[src/rtl/img_stream_tx.sv]
`default_nettype none
// ============================================================================
// Module      : img_stream_tx
// Description : Replays a frame of 24-bit words from a registered-address
//               memory as a serial byte stream (MSB byte first) with a
//               one-shot ena/done handshake, optional inter-byte gap and
//               iHOLD flow control. The next word is prefetched while the
//               current word's lower bytes go out, so streaming has no bubbles.
// Revision    : 1.0 - initial release
// ============================================================================
module img_stream_tx #(
    parameter int WORDS = 16384,   // words per frame, 1..65536
    parameter int GAP   = 0        // idle cycles after each byte, 0..255
) (
    input  logic        iCLK,
    input  logic        iRST_N,
    input  logic        ena,
    output logic        done,
    input  logic        iHOLD,
    output logic [15:0] oAddr,
    input  logic [23:0] iRdData,
    output logic        oDVAL,
    output logic [7:0]  oDATA
);

    localparam logic [1:0] S_IDLE   = 2'd0;
    localparam logic [1:0] S_PRIME  = 2'd1;
    localparam logic [1:0] S_STREAM = 2'd2;
    localparam logic [1:0] S_FIN    = 2'd3;

    // 17-bit word count so a full 65536-word frame terminates without wrap.
    localparam logic [16:0] C_WORDS = 17'(WORDS);
    localparam logic [16:0] C_LAST  = 17'(WORDS - 1);
    localparam logic [7:0]  C_GAP   = 8'(GAP);

    logic [1:0]  state_q, state_d;
    logic [15:0] addr_q,  addr_d;
    logic        dval_q,  dval_d;
    logic [7:0]  data_q,  data_d;
    logic        done_q,  done_d;
    logic [16:0] word_q,  word_d;
    logic [1:0]  byte_q,  byte_d;
    logic [7:0]  gap_q,   gap_d;
    // The top byte goes straight from iRdData to oDATA, so only the two
    // lower bytes of the word need to be kept for bytes 1 and 2.
    logic [15:0] shift_q, shift_d;

    logic        issue;

    assign issue = (gap_q == 8'd0) && !iHOLD;

    // Next-state logic for the frame sequencer and byte serializer.
    always_comb begin
        state_d = state_q;
        addr_d  = addr_q;
        dval_d  = dval_q;
        data_d  = data_q;
        done_d  = done_q;
        word_d  = word_q;
        byte_d  = byte_q;
        gap_d   = gap_q;
        shift_d = shift_q;

        case (state_q)
            S_IDLE: begin
                if (ena) begin
                    addr_d  = 16'd0;
                    word_d  = 17'd0;
                    byte_d  = 2'd0;
                    gap_d   = 8'd0;
                    state_d = S_PRIME;
                end
            end

            // Memory needs one edge to present word 0 on iRdData.
            S_PRIME: begin
                state_d = S_STREAM;
            end

            S_STREAM: begin
                if (word_q == C_WORDS) begin
                    // Last byte already issued: the trailing gap is skipped.
                    dval_d  = 1'b0;
                    data_d  = 8'd0;
                    done_d  = 1'b1;
                    state_d = S_FIN;
                end else if (issue) begin
                    dval_d = 1'b1;
                    gap_d  = C_GAP;
                    case (byte_q)
                        2'd0: begin
                            shift_d = iRdData[15:0];
                            data_d  = iRdData[23:16];
                            byte_d  = 2'd1;
                            // Prefetch the next word; never address past the frame.
                            if (word_q < C_LAST) begin
                                addr_d = word_q[15:0] + 16'd1;
                            end
                        end
                        2'd1: begin
                            data_d = shift_q[15:8];
                            byte_d = 2'd2;
                        end
                        default: begin
                            data_d = shift_q[7:0];
                            byte_d = 2'd0;
                            word_d = word_q + 17'd1;
                        end
                    endcase
                end else begin
                    dval_d = 1'b0;
                    data_d = 8'd0;
                    if (gap_q != 8'd0) begin
                        gap_d = gap_q - 8'd1;
                    end
                end
            end

            S_FIN: begin
                done_d  = 1'b0;
                addr_d  = 16'd0;
                state_d = S_IDLE;
            end

            default: begin
                state_d = S_IDLE;
            end
        endcase
    end

    // State registers; reset abandons any frame in progress without a done.
    always_ff @(posedge iCLK or negedge iRST_N) begin
        if (!iRST_N) begin
            state_q <= S_IDLE;
            addr_q  <= 16'd0;
            dval_q  <= 1'b0;
            data_q  <= 8'd0;
            done_q  <= 1'b0;
            word_q  <= 17'd0;
            byte_q  <= 2'd0;
            gap_q   <= 8'd0;
            shift_q <= 16'd0;
        end else begin
            state_q <= state_d;
            addr_q  <= addr_d;
            dval_q  <= dval_d;
            data_q  <= data_d;
            done_q  <= done_d;
            word_q  <= word_d;
            byte_q  <= byte_d;
            gap_q   <= gap_d;
            shift_q <= shift_d;
        end
    end

    assign oAddr = addr_q;
    assign oDVAL = dval_q;
    assign oDATA = data_q;
    assign done  = done_q;

endmodule
`default_nettype wire

[config.mk]
export PLATFORM = sky130hd
export DESIGN_NAME = img_stream_tx
export DESIGN_NICKNAME = d
export VERILOG_FILES = /design/src/rtl/img_stream_tx.sv
export SDC_FILE = /design/constraint.sdc
export NUM_CORES = 1
export LEC_CHECK = 0
export CELL_PAD_IN_SITES_DETAIL_PLACEMENT = 1
export CELL_PAD_IN_SITES_GLOBAL_PLACEMENT = 2
export CORE_UTILIZATION = 35
export CTS_CLUSTER_SIZE = 28
export DETAILED_ROUTE_END_ITERATION = 6
export PLACE_DENSITY_LB_ADDON = 0.1
export SYNTH_ARGS = -nofsm -noshare
export SYNTH_HDL_FRONTEND = slang
export SYNTH_SLANG_ARGS = --single-unit
[constraint.sdc]
create_clock -name iCLK -period 3.24 [get_ports iCLK]
set_input_delay 0.81 -clock iCLK [delete_from_list [all_inputs] [get_ports iCLK]]
set_output_delay 0.81 -clock iCLK [all_outputs]
set_load 0.1 [all_outputs]
Word level (Yosys, flattened, before mapping):

Index checks and enable logic that the tools add are counted.

* bits in registers: 71
* input bits: 28
* output and inout port bits: 26
* word-level logic and storage cells: 75

* add/subtract/negate cells: 3
* $lt $le $gt $ge: 1
* equality and inequality tests: 13
* multiplexer cells: 31
* bitwise logic cells: 1
* reductions and logical operators: 17

Operator list (number)
* $mux 16: 5
* $mux 17: 4
* $mux 8: 6
* $pmux 16 s3: 1
* $pmux 17 s2: 1
* $pmux 8 s2: 2
* $add 17x1->17 const B: 1
* $eq 17x15->1 const B: 1
* $lt 17x14->1 const B: 1
* $add 16x1->16 const B: 1
* $ne 2x2->1 const B: 6
* $reduce_and 4->1: 3
* $mux 2: 5
* $logic_not 8->1: 1
* $pmux 2 s2: 2
* $pmux 2 s4: 1
* $reduce_bool 8->1: 1
* $sub 8x1->8 const B: 1
* $reduce_and 6->1: 1
* $reduce_and 5->1: 1
* $eq 2x1->1 const B: 2
* $eq 2x2->1 const B: 2
* $logic_not 2->1: 2
* $reduce_and 2->1: 2
* other kinds (10): 13

Depth between registers and ports, before layout:

* word-level depth: 6
* gate-level depth with buffers: 8
* gate-level depth less buffers: 7

Worst setup path before layout:

OpenSTA, ideal clock, no wires.

* path kind: register to register
* from: register gap_q[0]
* to: register shift_q[10]
* setup time: 0.125 ns
* arrival time: 2.125 ns
* data required time: 3.115 ns
* setup slack: 0.990 ns
* stages on the path, launching flop included: 9
* buffers on the path: 1
* clock period less this slack: 2.250 ns
* cells stage by stage: dfrtp_1 -> inv_1 -> ha_1 -> or4b_4 -> or3_4 -> nor2_8 -> nand2_4 -> buf_6 -> mux2_4

* word-level cells in the longest chain between the ends: 3

Ends and longest elaborated chain
* start: declaration: RTL line 43 `logic [7:0] gap_q, gap_d;`
* start signal: assignment: RTL line 151 `gap_q <= gap_d;`
* $logic_not 8->1: RTL line 50 `assign issue = (gap_q == 8'd0) && !iHOLD;`
* $logic_and 1x1->1: RTL line 50
* $reduce_and 4->1 (no source line)
* end signal: assignment: RTL line 152 `shift_q <= shift_d;`
* end: declaration: RTL line 46 `logic [15:0] shift_q, shift_d;`

Every way passes these cells.
A chain may end at the register's enable or synchronous reset.

Final worst setup path:

* from: register word_q[0]
* to: register addr_q[15] (netlist: oAddr[15])

* word-level cells in the longest chain between the ends: 6
* elaborated cells on any way between the ends: 11
* classes of those cells: add/sub (1); order compare (1); eq/ne (3); mux (5); reduce/logical (1)

Ends and longest elaborated chain
* start: declaration: RTL line 41 `logic [16:0] word_q, word_d;`
* start signal: assignment: RTL line 149 `word_q <= word_d;`
* $add 16x1->16: RTL line 97 `addr_d = word_q[15:0] + 16'd1;`
* $mux 16: RTL line 96 `if (word_q < C_LAST) begin`
* $mux 16: RTL line 90 `case (byte_q)`
* $mux 16: RTL line 87 `end else if (issue) begin`
* $mux 16: RTL line 81 `if (word_q == C_WORDS) begin`
* $pmux 16 s3: RTL line 64 `case (state_q)`
* end signal: assignment: RTL line 145 `addr_q <= addr_d;`
* end: declaration: RTL line 37 `logic [15:0] addr_q, addr_d;`

Parallel ways exist; a longest one is shown, timed or not. The select of a mux whose other input is x is not followed.

==> flow_summary.yaml <==
run_status:
  status: "finished clean"
synth:
  syn_area_um2: 3770
  synth-xor-area-share: 0.0325
  synth_async_sr_flop_share: 1.00
  syn_inst: 350
  synth-edff-count: 0
  synth_area_per_cell_um2: 10.8
  seq_area_frac_synth: 0.471
  post-synth-top-area-cell: "dfrtp_1"
  synth_warnings: 0
  synthMuxAreaShare: 0.0890
  synth-adder-area-share: 0.0266
  synth_common_cells: "71 x dfrtp_1, 32 x nand2_1, 16 x o2bb2ai_1"
  synth_top_family_by_area: "simple AND/OR/NAND/NOR gates"
  synth.distinct_cells: 61
  yosys-top-cells-area: "dfrtp_1 47%, o2bb2ai_1 3.7%, mux2_4 3.6%"
  syn_nets: 386
  synth_ff_type: "dfrtp_1"
  synth.most_common_cell: "dfrtp_1"
  synthSimpleGateAreaFrac: 0.176
  ys_seq_elements: 71
  yosys.area.top_type_share: 0.471
  synth-compound-area-share: 0.167
pwr:
  peakVddDrop_v: 0.000389
  clkPwrFrac: 0.204
  p_total_uw: 3540
  p_per_area_nw_per_um2: 771
  p_sw_uw: 1530
  sw_frac_of_total: 0.434
  p_seq_frac: 0.346
  power_leakage_uw: 0.00198
  power.internal_uw: 2000
  p_comb_frac: 0.450
sta:
  min_period_over_period: 0.793
  finalMaxSlewViolations: 0
  hold_viol_final: 0
  finalCriticalPeriod_ns: 2.57
  finClkSkew_ns: 0.00885
  setup_viol: 0
  slew-limit-headroom: 0.431
  rsz0062_at_grt: "no"
  fin_setup_tns_ns: 0
  max_freq_mhz: 389
  tightest_slew_ns: 0.853
clock_network:
  clockRootBuffer: "clkbuf_8"
  cts_sinks: 71
  ctsLongestPathBuffers: 2
  cts_made_buffers: 9
  cts.repair.resized: 0
  ctsHoldBuffers: 0
  htreeDepth: 3
  cts_tree: "built"
  cts_setup_buffers: 0
  clk_latency_ns: 0.35
  cts.clk_slew.worst_paths_ns: 0.08
global_route:
  track_usage: 0.188
  grtUsageMet3: 0.0266
  grt_max_degree: 30
  grt_antenna_before_repair: 0
  grt-busiest-layer: "met2"
  grt_pass1_wl_um: 16400
  overflow: 0
  grt_util_met2: 0.300
  grt_use_met1: 0.256
  grt_pass1_vias: 3160
setup_path:
  r2r_slack_ns: 0.67
  path_class: "reg2reg"
  arrival_ns: 2.86
  crit_path_end_kind: "flop"
  worstPathMaxFanout: 16
  worst_setup_path_start_kind: "flop"
  reg2reg_to: "oAddr[15]"
  required_ns: 3.53
  regToRegStartpoint: "word_q[0]"
  r2r_cells: 7
die:
  die-area_um2: 11200
  die_h_um: 106
  core_um2: 10400
  core.rowCount: 37
  pin_count: 54
  start_util: 0.363
  die_w_um: 106
place:
  gp_congestion: 0.765
  hpwl_um: 6900
  io_buffer_count: 53
  place_area_um2: 4390
cells_and_area:
  drive_above_1_share: 0.193
  antenna_cells: 0
  syn_to_final_growth_pct: 21.7
  stdcell_area_um2: 4590
  seq_area_um2: 1780
  n_fill_cell: 1180
  multi_input_area_um2: 1850
  nets: 441
drt:
  wl_per_cell_um: 17.6
  drt_drc_violations_left: 0
  vias: 2987
  routed_wl_um: 9610
  drt_iter0_markers: 122
  ant_nets: 0
  first_pass_iters: 4
  vias_per_cell: 5.47
worst_hold_path:
  hold_class: "in2async"
run:
  maxCapViolations: 0
worst max-delay path by stage:
stage	from	to	slack (ns)	depth (start not counted)
detailed placement	iHOLD	gap_q[5]	0.50	6
global placement	iHOLD	gap_q[5]	0.52	6
CTS	word_q[0]	oAddr[15]	0.60	7
finish	word_q[0]	oAddr[15]	0.67	7
global route	word_q[0]	oAddr[6]	0.47	7
floorplan	gap_q[0]	shift_q[10]	0.99	8
cells by family after synthesis:
logic type / count (synthesis)
simple gates: 110
compound gates: 87
flops: 71
buf+inv: 32
mux: 28
xor+xnor: 14
fa+ha+maj: 8
per-layer routing:
| layer | share of wire | vias to the layer above |
|---|---|---|
| met5 | 0 | - |
| met4 | 0.020 | 0 |
| met3 | 0.020 | 15 |
| met2 | 0.46 | 41 |
| met1 | 0.50 | 1511 |
| li1 | - | 1420 |
per-stage QoR:
step,utilization,std cells,setup slack [ns],hold WS (ns)
after global placement,0.423,530,0.519,0.472
final,0.442,546,0.671,0.383
after CTS,0.442,546,0.602,0.384
after global routing,0.442,546,0.474,0.401
after floorplan,-,350,0.990,0.464
after detailed placement,0.423,530,0.501,0.478
area by class of cell:
type,count,area share
sequential,71,0.387
clock inverter,6,0.0150
inverter,11,0.00900
clock buffer,10,0.0278
timing repair buffer,65,0.120
multi-input combinational,247,0.404
tap,136,0.0371
flip-flops by register name, summed over array words and instances, names as in the netlist:
name     cells
byte_q       2
done         1
gap_q        8
oAddr       16
oDATA        8
oDVAL        1
shift_q     16
state_q      2
word_q      17
cells in the final DEF (no fill, tap or decap), types with 9 or more instances in the layout:
| cell type | Yosys | routed |
|---|---|---|
| o21ai_0 | 12 | 12 |
| mux2_4 | 9 | 9 |
| mux2i_1 | 11 | 11 |
| inv_1 | 10 | 10 |
| clkdlybuf4s50_1 | 0 | 26 |
| o2bb2ai_1 | 16 | 16 |
| nand2_1 | 32 | 32 |
| dfrtp_1 | 71 | 71 |
| o211ai_1 | 10 | 10 |
| clkbuf_8 | 0 | 9 |
| xor2_1 | 9 | 9 |
| buf_4 | 0 | 38 |
| nor2_1 | 10 | 10 |
| a21oi_1 | 10 | 10 |
power groups by stage:
stage / combinational [uW] / sequential, uW / clock, uW
after global placement: 1570 / 1240 / 0
after detailed placement: 1600 / 1240 / 0
after global routing: 1730 / 1250 / 780
after CTS: 1610 / 1220 / 742
after floorplan: 943 / 1430 / 0
final: 1590 / 1220 / 721
critical path: stages (launching register included):
cell and delay (ns):
dfrtp_1 0.44, inv_1 0.08, ha_1 0.15, nor4b_1 0.39
and4_1 0.45, nor2_8 0.08, a21oi_2 0.69, and2_1 0.22
Power figures use the tool's default switching activity.
